==> config.mk <==
export PLATFORM = sky130hd
export DESIGN_NAME = rv_lsu
export DESIGN_NICKNAME = d
export VERILOG_FILES = /design/src/rtl/rv_lsu.sv
export SDC_FILE = /design/constraint.sdc
export NUM_CORES = 1
export LEC_CHECK = 0
export BUFFER_PORTS_ARGS = -buffer_cell sky130_fd_sc_hd__clkbuf_2
export CAP_MARGIN = 25
export CORE_MARGIN = 2
export CORE_UTILIZATION = 50
export DETAILED_ROUTE_END_ITERATION = 12
export PLACE_DENSITY_LB_ADDON = 0.25
export SLEW_MARGIN = 30
export SYNTH_ARGS = -nofsm -noshare
export SYNTH_HDL_FRONTEND = slang
export SYNTH_SLANG_ARGS = --single-unit
==> constraint.sdc <==
create_clock -name clk -period 2.45 [get_ports clk]
set_input_delay 0.3675 -clock clk [delete_from_list [all_inputs] [get_ports clk]]
set_output_delay 0.3675 -clock clk [all_outputs]
set_load 0.01 [all_outputs]
==> src/rtl/rv_lsu.sv <==
// rv_lsu -- load/store unit between the core's EXEC/MEM stages and the data
// memory or bus fabric.
//
// The core side is a valid/ready request port with a single-cycle response
// pulse (no back-pressure). The memory side is request/grant with a separate
// read-data valid, and it may insert any number of wait states. The unit
// handles byte-lane steering for stores, and sign/zero extension for loads.
// It flags misaligned accesses and illegal size codes, and it aborts an
// access that stalls for too long.
//
// Parameters:
//   ADDR_W   byte-address width on both sides
//   TIMEOUT  max cycles spent in REQ+WAIT before an error response (0 = off)
//
// Ports:
//   clk, rst_n   clock, asynchronous active-low reset
//   req_valid    core presents an access
//   req_ready    unit accepts the access (high only in IDLE)
//   req_we       1 = store, 0 = load
//   req_funct3   RV32I size/sign code (B, H, W, BU, HU)
//   req_addr     byte address
//   req_wdata    store data, right-aligned
//   resp_valid   one-cycle completion pulse
//   resp_rdata   extended load data (0 for stores and errors)
//   resp_err     00 ok, 01 misaligned, 10 timeout, 11 illegal funct3
//   mem_req      memory request, held until mem_gnt
//   mem_addr     word-aligned address
//   mem_we       byte write enables (0000 for loads)
//   mem_wdata    lane-steered store data
//   mem_gnt      memory accepts the request this cycle
//   mem_rvalid   load data valid on mem_rdata
//   mem_rdata    word read data

module rv_lsu #(
   parameter int unsigned ADDR_W  = 32,
   parameter int unsigned TIMEOUT = 255
) (
   input  logic              clk,
   input  logic              rst_n,
   input  logic              req_valid,
   output logic              req_ready,
   input  logic              req_we,
   input  logic [2:0]        req_funct3,
   input  logic [ADDR_W-1:0] req_addr,
   input  logic [31:0]       req_wdata,
   output logic              resp_valid,
   output logic [31:0]       resp_rdata,
   output logic [1:0]        resp_err,
   output logic              mem_req,
   output logic [ADDR_W-1:0] mem_addr,
   output logic [3:0]        mem_we,
   output logic [31:0]       mem_wdata,
   input  logic              mem_gnt,
   input  logic              mem_rvalid,
   input  logic [31:0]       mem_rdata
);

   typedef enum logic [1:0] {
      S_IDLE,
      S_REQ,
      S_WAIT,
      S_RESP
   } state_t;

   localparam logic [1:0] ERR_OK      = 2'b00;
   localparam logic [1:0] ERR_MISALGN = 2'b01;
   localparam logic [1:0] ERR_TIMEOUT = 2'b10;
   localparam logic [1:0] ERR_ILLEGAL = 2'b11;

   // The counter only ever needs to hold TIMEOUT-1.
   localparam int unsigned     CNT_W    = (TIMEOUT > 1) ? $clog2(TIMEOUT) : 1;
   localparam logic [CNT_W-1:0] CNT_LAST = (TIMEOUT > 0) ? CNT_W'(TIMEOUT - 1) : '0;

   state_t              state_q, state_d;
   logic [CNT_W-1:0]    cnt_q, cnt_d;
   logic                we_q, we_d;
   logic [2:0]          funct3_q, funct3_d;
   logic [1:0]          off_q, off_d;
   logic                mem_req_q, mem_req_d;
   logic [ADDR_W-1:0]   mem_addr_q, mem_addr_d;
   logic [3:0]          mem_we_q, mem_we_d;
   logic [31:0]         mem_wdata_q, mem_wdata_d;
   logic                resp_valid_q, resp_valid_d;
   logic [31:0]         resp_rdata_q, resp_rdata_d;
   logic [1:0]          resp_err_q, resp_err_d;

   logic                illegal;
   logic                misaligned;
   logic                timeout_hit;
   logic [3:0]          steer_we;
   logic [31:0]         steer_wdata;

   // Pick the addressed byte or half out of the read word and extend it.
   // funct3[2] set means zero-extend (BU/HU); W passes straight through.
   function automatic logic [31:0] load_extract(input logic [2:0]  f3,
                                                input logic [1:0]  off,
                                                input logic [31:0] w);
      logic [7:0]  b;
      logic [15:0] h;
      logic [31:0] r;
      case (off)
         2'd0:    b = w[7:0];
         2'd1:    b = w[15:8];
         2'd2:    b = w[23:16];
         default: b = w[31:24];
      endcase
      h = off[1] ? w[31:16] : w[15:0];
      case (f3[1:0])
         2'b00:   r = {{24{b[7] & ~f3[2]}}, b};
         2'b01:   r = {{16{h[15] & ~f3[2]}}, h};
         default: r = w;
      endcase
      return r;
   endfunction

   // Request classification on the raw core inputs, used only at acceptance.
   // Stores have no unsigned variants, so any funct3[2] store is illegal.
   always_comb begin
      if (req_we) begin
         illegal = req_funct3[2] | (req_funct3[1:0] == 2'b11);
      end else begin
         illegal = (req_funct3 == 3'b011) | (req_funct3[2:1] == 2'b11);
      end
      misaligned = ((req_funct3[1:0] == 2'b01) & req_addr[0]) |
                   ((req_funct3[1:0] == 2'b10) & (req_addr[1:0] != 2'b00));
   end

   // Store lane steering: replicate narrow data across the word so the
   // memory only has to honour the byte enables.
   always_comb begin
      case (req_funct3[1:0])
         2'b00: begin
            steer_wdata = {4{req_wdata[7:0]}};
            steer_we    = 4'b0001 << req_addr[1:0];
         end
         2'b01: begin
            steer_wdata = {2{req_wdata[15:0]}};
            steer_we    = req_addr[1] ? 4'b1100 : 4'b0011;
         end
         default: begin
            steer_wdata = req_wdata;
            steer_we    = 4'b1111;
         end
      endcase
   end

   // Next-state logic. A completing event always takes precedence over the
   // timeout in the same cycle; a grant alone does not complete a load.
   always_comb begin
      state_d      = state_q;
      cnt_d        = cnt_q;
      we_d         = we_q;
      funct3_d     = funct3_q;
      off_d        = off_q;
      mem_req_d    = mem_req_q;
      mem_addr_d   = mem_addr_q;
      mem_we_d     = mem_we_q;
      mem_wdata_d  = mem_wdata_q;
      resp_valid_d = 1'b0;
      resp_rdata_d = '0;
      resp_err_d   = ERR_OK;
      timeout_hit  = (TIMEOUT != 0) && (cnt_q == CNT_LAST);

      case (state_q)
         S_IDLE: begin
            if (req_valid) begin
               we_d     = req_we;
               funct3_d = req_funct3;
               off_d    = req_addr[1:0];
               cnt_d    = '0;
               if (illegal) begin
                  state_d      = S_RESP;
                  resp_valid_d = 1'b1;
                  resp_err_d   = ERR_ILLEGAL;
               end else if (misaligned) begin
                  state_d      = S_RESP;
                  resp_valid_d = 1'b1;
                  resp_err_d   = ERR_MISALGN;
               end else begin
                  state_d     = S_REQ;
                  mem_req_d   = 1'b1;
                  mem_addr_d  = {req_addr[ADDR_W-1:2], 2'b00};
                  mem_we_d    = req_we ? steer_we : 4'b0000;
                  mem_wdata_d = req_we ? steer_wdata : 32'h0;
               end
            end
         end

         S_REQ: begin
            cnt_d = cnt_q + 1'b1;
            if (mem_gnt && (we_q || mem_rvalid)) begin
               state_d      = S_RESP;
               mem_req_d    = 1'b0;
               resp_valid_d = 1'b1;
               resp_rdata_d = we_q ? 32'h0 : load_extract(funct3_q, off_q, mem_rdata);
            end else if (timeout_hit) begin
               state_d      = S_RESP;
               mem_req_d    = 1'b0;
               resp_valid_d = 1'b1;
               resp_err_d   = ERR_TIMEOUT;
            end else if (mem_gnt) begin
               state_d   = S_WAIT;
               mem_req_d = 1'b0;
            end
         end

         S_WAIT: begin
            cnt_d = cnt_q + 1'b1;
            if (mem_rvalid) begin
               state_d      = S_RESP;
               resp_valid_d = 1'b1;
               resp_rdata_d = load_extract(funct3_q, off_q, mem_rdata);
            end else if (timeout_hit) begin
               state_d      = S_RESP;
               resp_valid_d = 1'b1;
               resp_err_d   = ERR_TIMEOUT;
            end
         end

         default: begin
            state_d = S_IDLE;
         end
      endcase
   end

   // All state and all outputs except req_ready are registered here; reset
   // abandons any in-flight memory transaction.
   always_ff @(posedge clk or negedge rst_n) begin
      if (!rst_n) begin
         state_q      <= S_IDLE;
         cnt_q        <= '0;
         we_q         <= 1'b0;
         funct3_q     <= 3'b000;
         off_q        <= 2'b00;
         mem_req_q    <= 1'b0;
         mem_addr_q   <= '0;
         mem_we_q     <= 4'b0000;
         mem_wdata_q  <= 32'h0;
         resp_valid_q <= 1'b0;
         resp_rdata_q <= 32'h0;
         resp_err_q   <= ERR_OK;
      end else begin
         state_q      <= state_d;
         cnt_q        <= cnt_d;
         we_q         <= we_d;
         funct3_q     <= funct3_d;
         off_q        <= off_d;
         mem_req_q    <= mem_req_d;
         mem_addr_q   <= mem_addr_d;
         mem_we_q     <= mem_we_d;
         mem_wdata_q  <= mem_wdata_d;
         resp_valid_q <= resp_valid_d;
         resp_rdata_q <= resp_rdata_d;
         resp_err_q   <= resp_err_d;
      end
   end

   assign req_ready  = (state_q == S_IDLE);
   assign resp_valid = resp_valid_q;
   assign resp_rdata = resp_rdata_q;
   assign resp_err   = resp_err_q;
   assign mem_req    = mem_req_q;
   assign mem_addr   = mem_addr_q;
   assign mem_we     = mem_we_q;
   assign mem_wdata  = mem_wdata_q;

endmodule
# Word level (Yosys, flattened, before mapping)

Cells that the tools add are included.

Add/subtract/negate cells: 1
Equality and inequality tests: 16
Shift-type cells: 1
Mux-type cells: 50
Bitwise gates (word level): 11
Reductions and logical operators: 15

Operator list:

| cell                | number |
|---|---|
| $pmux 32 s2         | 4 |
| $mux 32             | 4 |
| $mux 8              | 5 |
| $mux 2              | 13 |
| $pmux 8 s3          | 1 |
| $mux 16             | 1 |
| $pmux 8 s2          | 1 |
| $mux 1              | 14 |
| $pmux 2 s3          | 2 |
| $eq 2x2->1 const B  | 5 |
| $add 8x1->8 const B | 1 |
| $eq 2x1->1 const B  | 4 |
| $eq 8x8->1 const B  | 1 |
| $logic_not 2->1     | 4 |
| $mux 4              | 2 |
| $pmux 4 s2          | 1 |
| $ne 2x2->1 const B  | 3 |
| $reduce_bool 2->1   | 3 |
| $and 1x1->1         | 5 |
| $reduce_and 5->1    | 1 |
| $ne 4x4->1 const B  | 1 |
| $reduce_and 2->1    | 2 |
| $reduce_and 4->1    | 1 |
| $shl 1x2->4 const A | 1 |
| 10 further kinds    | 14 |

Flip-flop bits (word level): 118
Input bits: 105

# Longest topological paths before layout

Depth after elaboration: 9
Mapped depth: 8
Depth with buffers taken out: 6

# Least setup slack after synthesis

OpenSTA, ideal clock, no wires.

Path kind: reg-to-reg
From: reg state_q[0]
To: reg resp_rdata_q[16], in the netlist resp_rdata[16]
Library setup time: 63 ps
Arrival time: 1960 ps
Data required time: 2387 ps
Path slack: 427 ps
Stages on the path, launching flop included: 8
Cells stage by stage: dfrtp_1 -> inv_1 -> ha_1 -> clkbuf_1 -> o211ai_2 -> a2111oi_4 -> buf_6 -> a21o_2

Word-level cells in the longest chain between the ends: 2

RTL lines:

| element                                  | RTL line | RTL |
|---|---|---|
| from (decl)                              | 74       | `state_t state_q, state_d;` |
| from (signal assigned)                   | 243      | `state_q <= state_d;` |
| $eq 2x2->1 or $eq 2x1->1 (tied branches) | 164      | `case (state_q)` |
| $pmux 32 s2 (*)                          | 164      |  |
| named net resp_rdata_d[16]               | 84       | `logic [31:0] resp_rdata_q, resp_rdata_d;` |
| to (signal assigned)                     | 253      | `resp_rdata_q <= resp_rdata_d;` |
| to (decl)                                | 84       |  |

The timed path passes the listed nets; every way through them passes the cells marked *.
A chain may end at the register's enable or synchronous reset.

# Worst setup path in the final report

From: reg off_q[1]
To: reg resp_rdata_q[14], in the netlist resp_rdata[14]

Word-level cells in the longest chain between the ends: 9

RTL lines:

| element                                  | RTL line | RTL |
|---|---|---|
| from (decl)                              | 78       | `logic [1:0] off_q, off_d;` |
| from (signal assigned)                   | 234      | `off_q <= 2'b00;` |
| from (signal assigned)                   | 247      | `off_q <= off_d;` |
| $eq 2x2->1, or another cell as far along | 101      | `case (off)` |
| $pmux 8 s3                               | 101      |  |
| $mux 8                                   | 191      | `if (mem_gnt && (we_q \|\| mem_rvalid)) begin` |
| $mux 8                                   | 164      |  |
| $and 1x1->1                              | 109      | `2'b00: r = {{24{b[7] & ~f3[2]}}, b};` |
| $pmux 32 s2                              | 108      | `case (f3[1:0])` |
| $mux 32                                  | 195      | `resp_rdata_d = we_q ? 32'h0 : load_extract(funct3_q, off_q, mem_rdata);` |
| $mux 32                                  | 191      |  |
| $pmux 32 s2 (*)                          | 164      |  |
| named net resp_rdata_d[14]               | 84       |  |

The timed path passes the listed nets; every way through them passes the cells marked *. The select of a mux whose other input is x is not followed.

==> impl_metrics.ini <==
[pwr]
clockPowerShare_pct = 28.1
p_per_area_mw_per_mm2 = 1160
peakVddDrop_v = 0.000680
combPwrFrac_pct = 36.2
internal_power_w = 0.00557
p_sw_w = 0.00304
power_w = 0.00861
power.leakage_nw = 3.88
switching_share_pct = 35.4
seqPwrFrac_pct = 35.7

[cells_and_area]
final_util_pct = 67.8
register_area_sq_mm = 0.00295
multi_input_area_sq_mm = 0.00245
fill_cells = 833
final_area_sq_mm = 0.00742
nNetsFinal = 829
syn_to_final_growth_pct = 31.5
drive_gt1_share_pct = 44.6
num_antenna_cells = 0

[die]
start_util_pct = 51.6
core_sq_mm = 0.0109
die_x_microns = 110
die_h_microns = 110
rows = 38
io_pins = 210
die_area_sq_mm = 0.0121

[grt]
grt_max_degree = 104
antenna_found_initial = 0
gr-total-overflow = 0
grt_pass1_wl_microns = 23200
grt_use_total_pct = 25.4
grt_pass1_vias = 4893

[cts]
clk_pin_slew_ns = 0.05
clock-root-buffer = clkbuf_16
clock_latency_ns = 0.41
hold_buffers = 1
cts.sinks = 118
cts_tree = built
cts_buffers = 17
cts_htree_levels = 4
cts_resized = 0
clockBufferDepth = 2
post_cts_buffers = 0

[drt]
postRouteAntennaNets = 0
wl_per_cell_microns = 17.3
drt_iter0_drc = 269
wl_microns = 15100
wl_met2_microns = 7760
dr.pass1.iters = 7
topRoutingLayerUsed = met4
met3_length_microns = 1340
drt-met1-wl_microns = 5500
via_per_inst = 5.58
via_count = 4856
drc = 0

[run_status]
status = finished, final reports clean

[critical_path]
timing.rr.end = resp_rdata[14]
crit_fanout = 12
r2r_cells = 3
r2r_setup_slack_ns = 0.30
required_ns = 2.68
critical_path_class = flip-flop to flip-flop
cp-end-kind = flip-flop
cp.arrival_ns = 2.38
critPathLaunchType = flip-flop
r2r-start = off_q[1]

[worst_hold_path]
hold_depth = 2
hold_class = input pin to flip-flop
min_from = req_addr[22]
holdPathEnd = mem_addr[22]

[sta]
drv_slew = 0
rsz0062_at_grt = false
setup-violations-final = 0
post-route-period-util_pct = 87.7
finClkSkew_ns = 0.00360
hold_viol = 0
fin_setup_tns_ns = 0
slew_headroom_pct = 52.8
max_slew.worst_pin.slew_ns = 0.701
min_period_ns = 2.15
fmax_ghz = 0.465

[placement]
place_hpwl_microns = 10700
place.gp.congestion = 0.885
port_buffers = 207
place_area_sq_mm = 0.00682

[logic_synthesis]
synth_top_area_cell = dfrtp_1
synthArstFlopShare_pct = 100
yosysSeqAreaShare_pct = 52.4
ys_top_cells_by_area = dfrtp_1, mux2_2, nand2_1
synth_top_cell_area_share_pct = 52.4
yosysMostFrequentCell = dfrtp_1
syn-cell-area_sq_mm = 0.00564
yosysWarnings = 0
synth-main-ff-cell = dfrtp_1
synth_cells = 515
yosysUniqueCellTypes = 44
synth_commonest_cells = dfrtp_1, nand2_1, o21ai_0
ys_ff_latch = 118
synth_edf_count = 0
avgSynthCellArea_sq_um = 10.9

[run]
maxCapViolations = 0
logic make-up (layout without fill, tap and decap cells):
kind of cell	after synthesis	count (layout)	synth area share (%)
compound gates	133	133	16.8
simple gates	128	128	9.85
flops	118	118	52.4
mux	68	68	14.6
buf+inv	58	273	4.50
fa+ha+maj	6	6	1.33
xor+xnor	3	3	0.466
other cells	1	2	0.0665
state kept, by name, indices dropped and copies added, names as in the netlist, 2 cells and up:
signal / flops
resp_err: 2
resp_rdata: 32
funct3_q: 3
state_q: 2
cnt_q: 8
mem_wdata: 32
off_q: 2
mem_addr: 30
mem_we: 4
critical path: stages (launching register included):
cell	delay, ns
dfrtp_1	0.58
mux4_2	0.61
a21oi_1	0.58
a221oi_1	0.19
through the flow:
step / instances / setup slack, ns / hold slack [ns]
after floorplan: 516 / 0.427 / 0.0719
after global placement: 838 / 0.274 / 0.243
after detailed placement: 838 / 0.150 / 0.250
after CTS: 871 / 0.136 / 0.173
after global routing: 871 / 0.243 / 0.180
final: 871 / 0.301 / 0.187
power by group through the flow:
| stage | Clock, W | Sequential [W] | Combinational (W) |
|---|---|---|---|
| after detailed placement | 0 | 0.00309 | 0.00310 |
| final | 0.00242 | 0.00307 | 0.00311 |
| after CTS | 0.00245 | 0.00307 | 0.00312 |
| after global placement | 0 | 0.00305 | 0.00298 |
| after global routing | 0.00255 | 0.00316 | 0.00341 |
| after floorplan | 0 | 0.00330 | 0.00166 |
layout make-up:
class,count,area share (%)
clock buffers,19,6.11
inverters,18,0.911
well taps,140,2.36
repair buffers,223,16.0
flip-flops and latches,118,39.8
multi-input cells,340,33.0
clock inverters,13,1.77
placed cells by master (no fill, tap or decap), types with 2 or more instances in the layout:
cell type / instances
o2bb2ai_1: 2
clkinv_1: 2
o21ai_0: 40
ha_1: 6
o21bai_1: 2
a22o_1: 4
nor4_1: 4
a211oi_1: 2
o221a_2: 7
buf_4: 14
mux2i_1: 24
clkbuf_16: 17
a21oi_1: 13
nand2b_1: 6
bufinv_16: 2
dfrtp_1: 118
xnor2_1: 3
o31ai_1: 19
buf_12: 2
clkbuf_2: 206
or2_2: 2
nor2_1: 12
inv_1: 16
a221oi_1: 10
nand2_1: 85
nor3_1: 4
a21o_2: 13
clkinv_2: 5
conb_1: 2
mux4_2: 8
mux2_2: 36
nand3_1: 5
clkbuf_8: 2
o22ai_1: 9
a21o_1: 7
nor2b_1: 3
clkinvlp_4: 5
how the worst max path moves through the flow:
stage          startpoint        endpoint  slack, ns
4_1_cts        state_q[0]  resp_rdata[18]       0.14
2_1_floorplan  state_q[0]  resp_rdata[16]       0.43
5_1_grt        state_q[1]  resp_rdata[22]       0.24
6_report         off_q[1]  resp_rdata[14]       0.30
3_5_place_dp   state_q[0]  resp_rdata[18]       0.15
3_3_place_gp   state_q[0]  resp_rdata[30]       0.27
per-layer routing:
metal | vias to the layer above | GRT usage [%]
met5 | - | 0
met1 | 2334 | 28.0
li1 | 2249 | -
met2 | 229 | 43.2
met3 | 44 | 8.82
met4 | 0 | 13.2
Power figures use the tool's default switching activity.
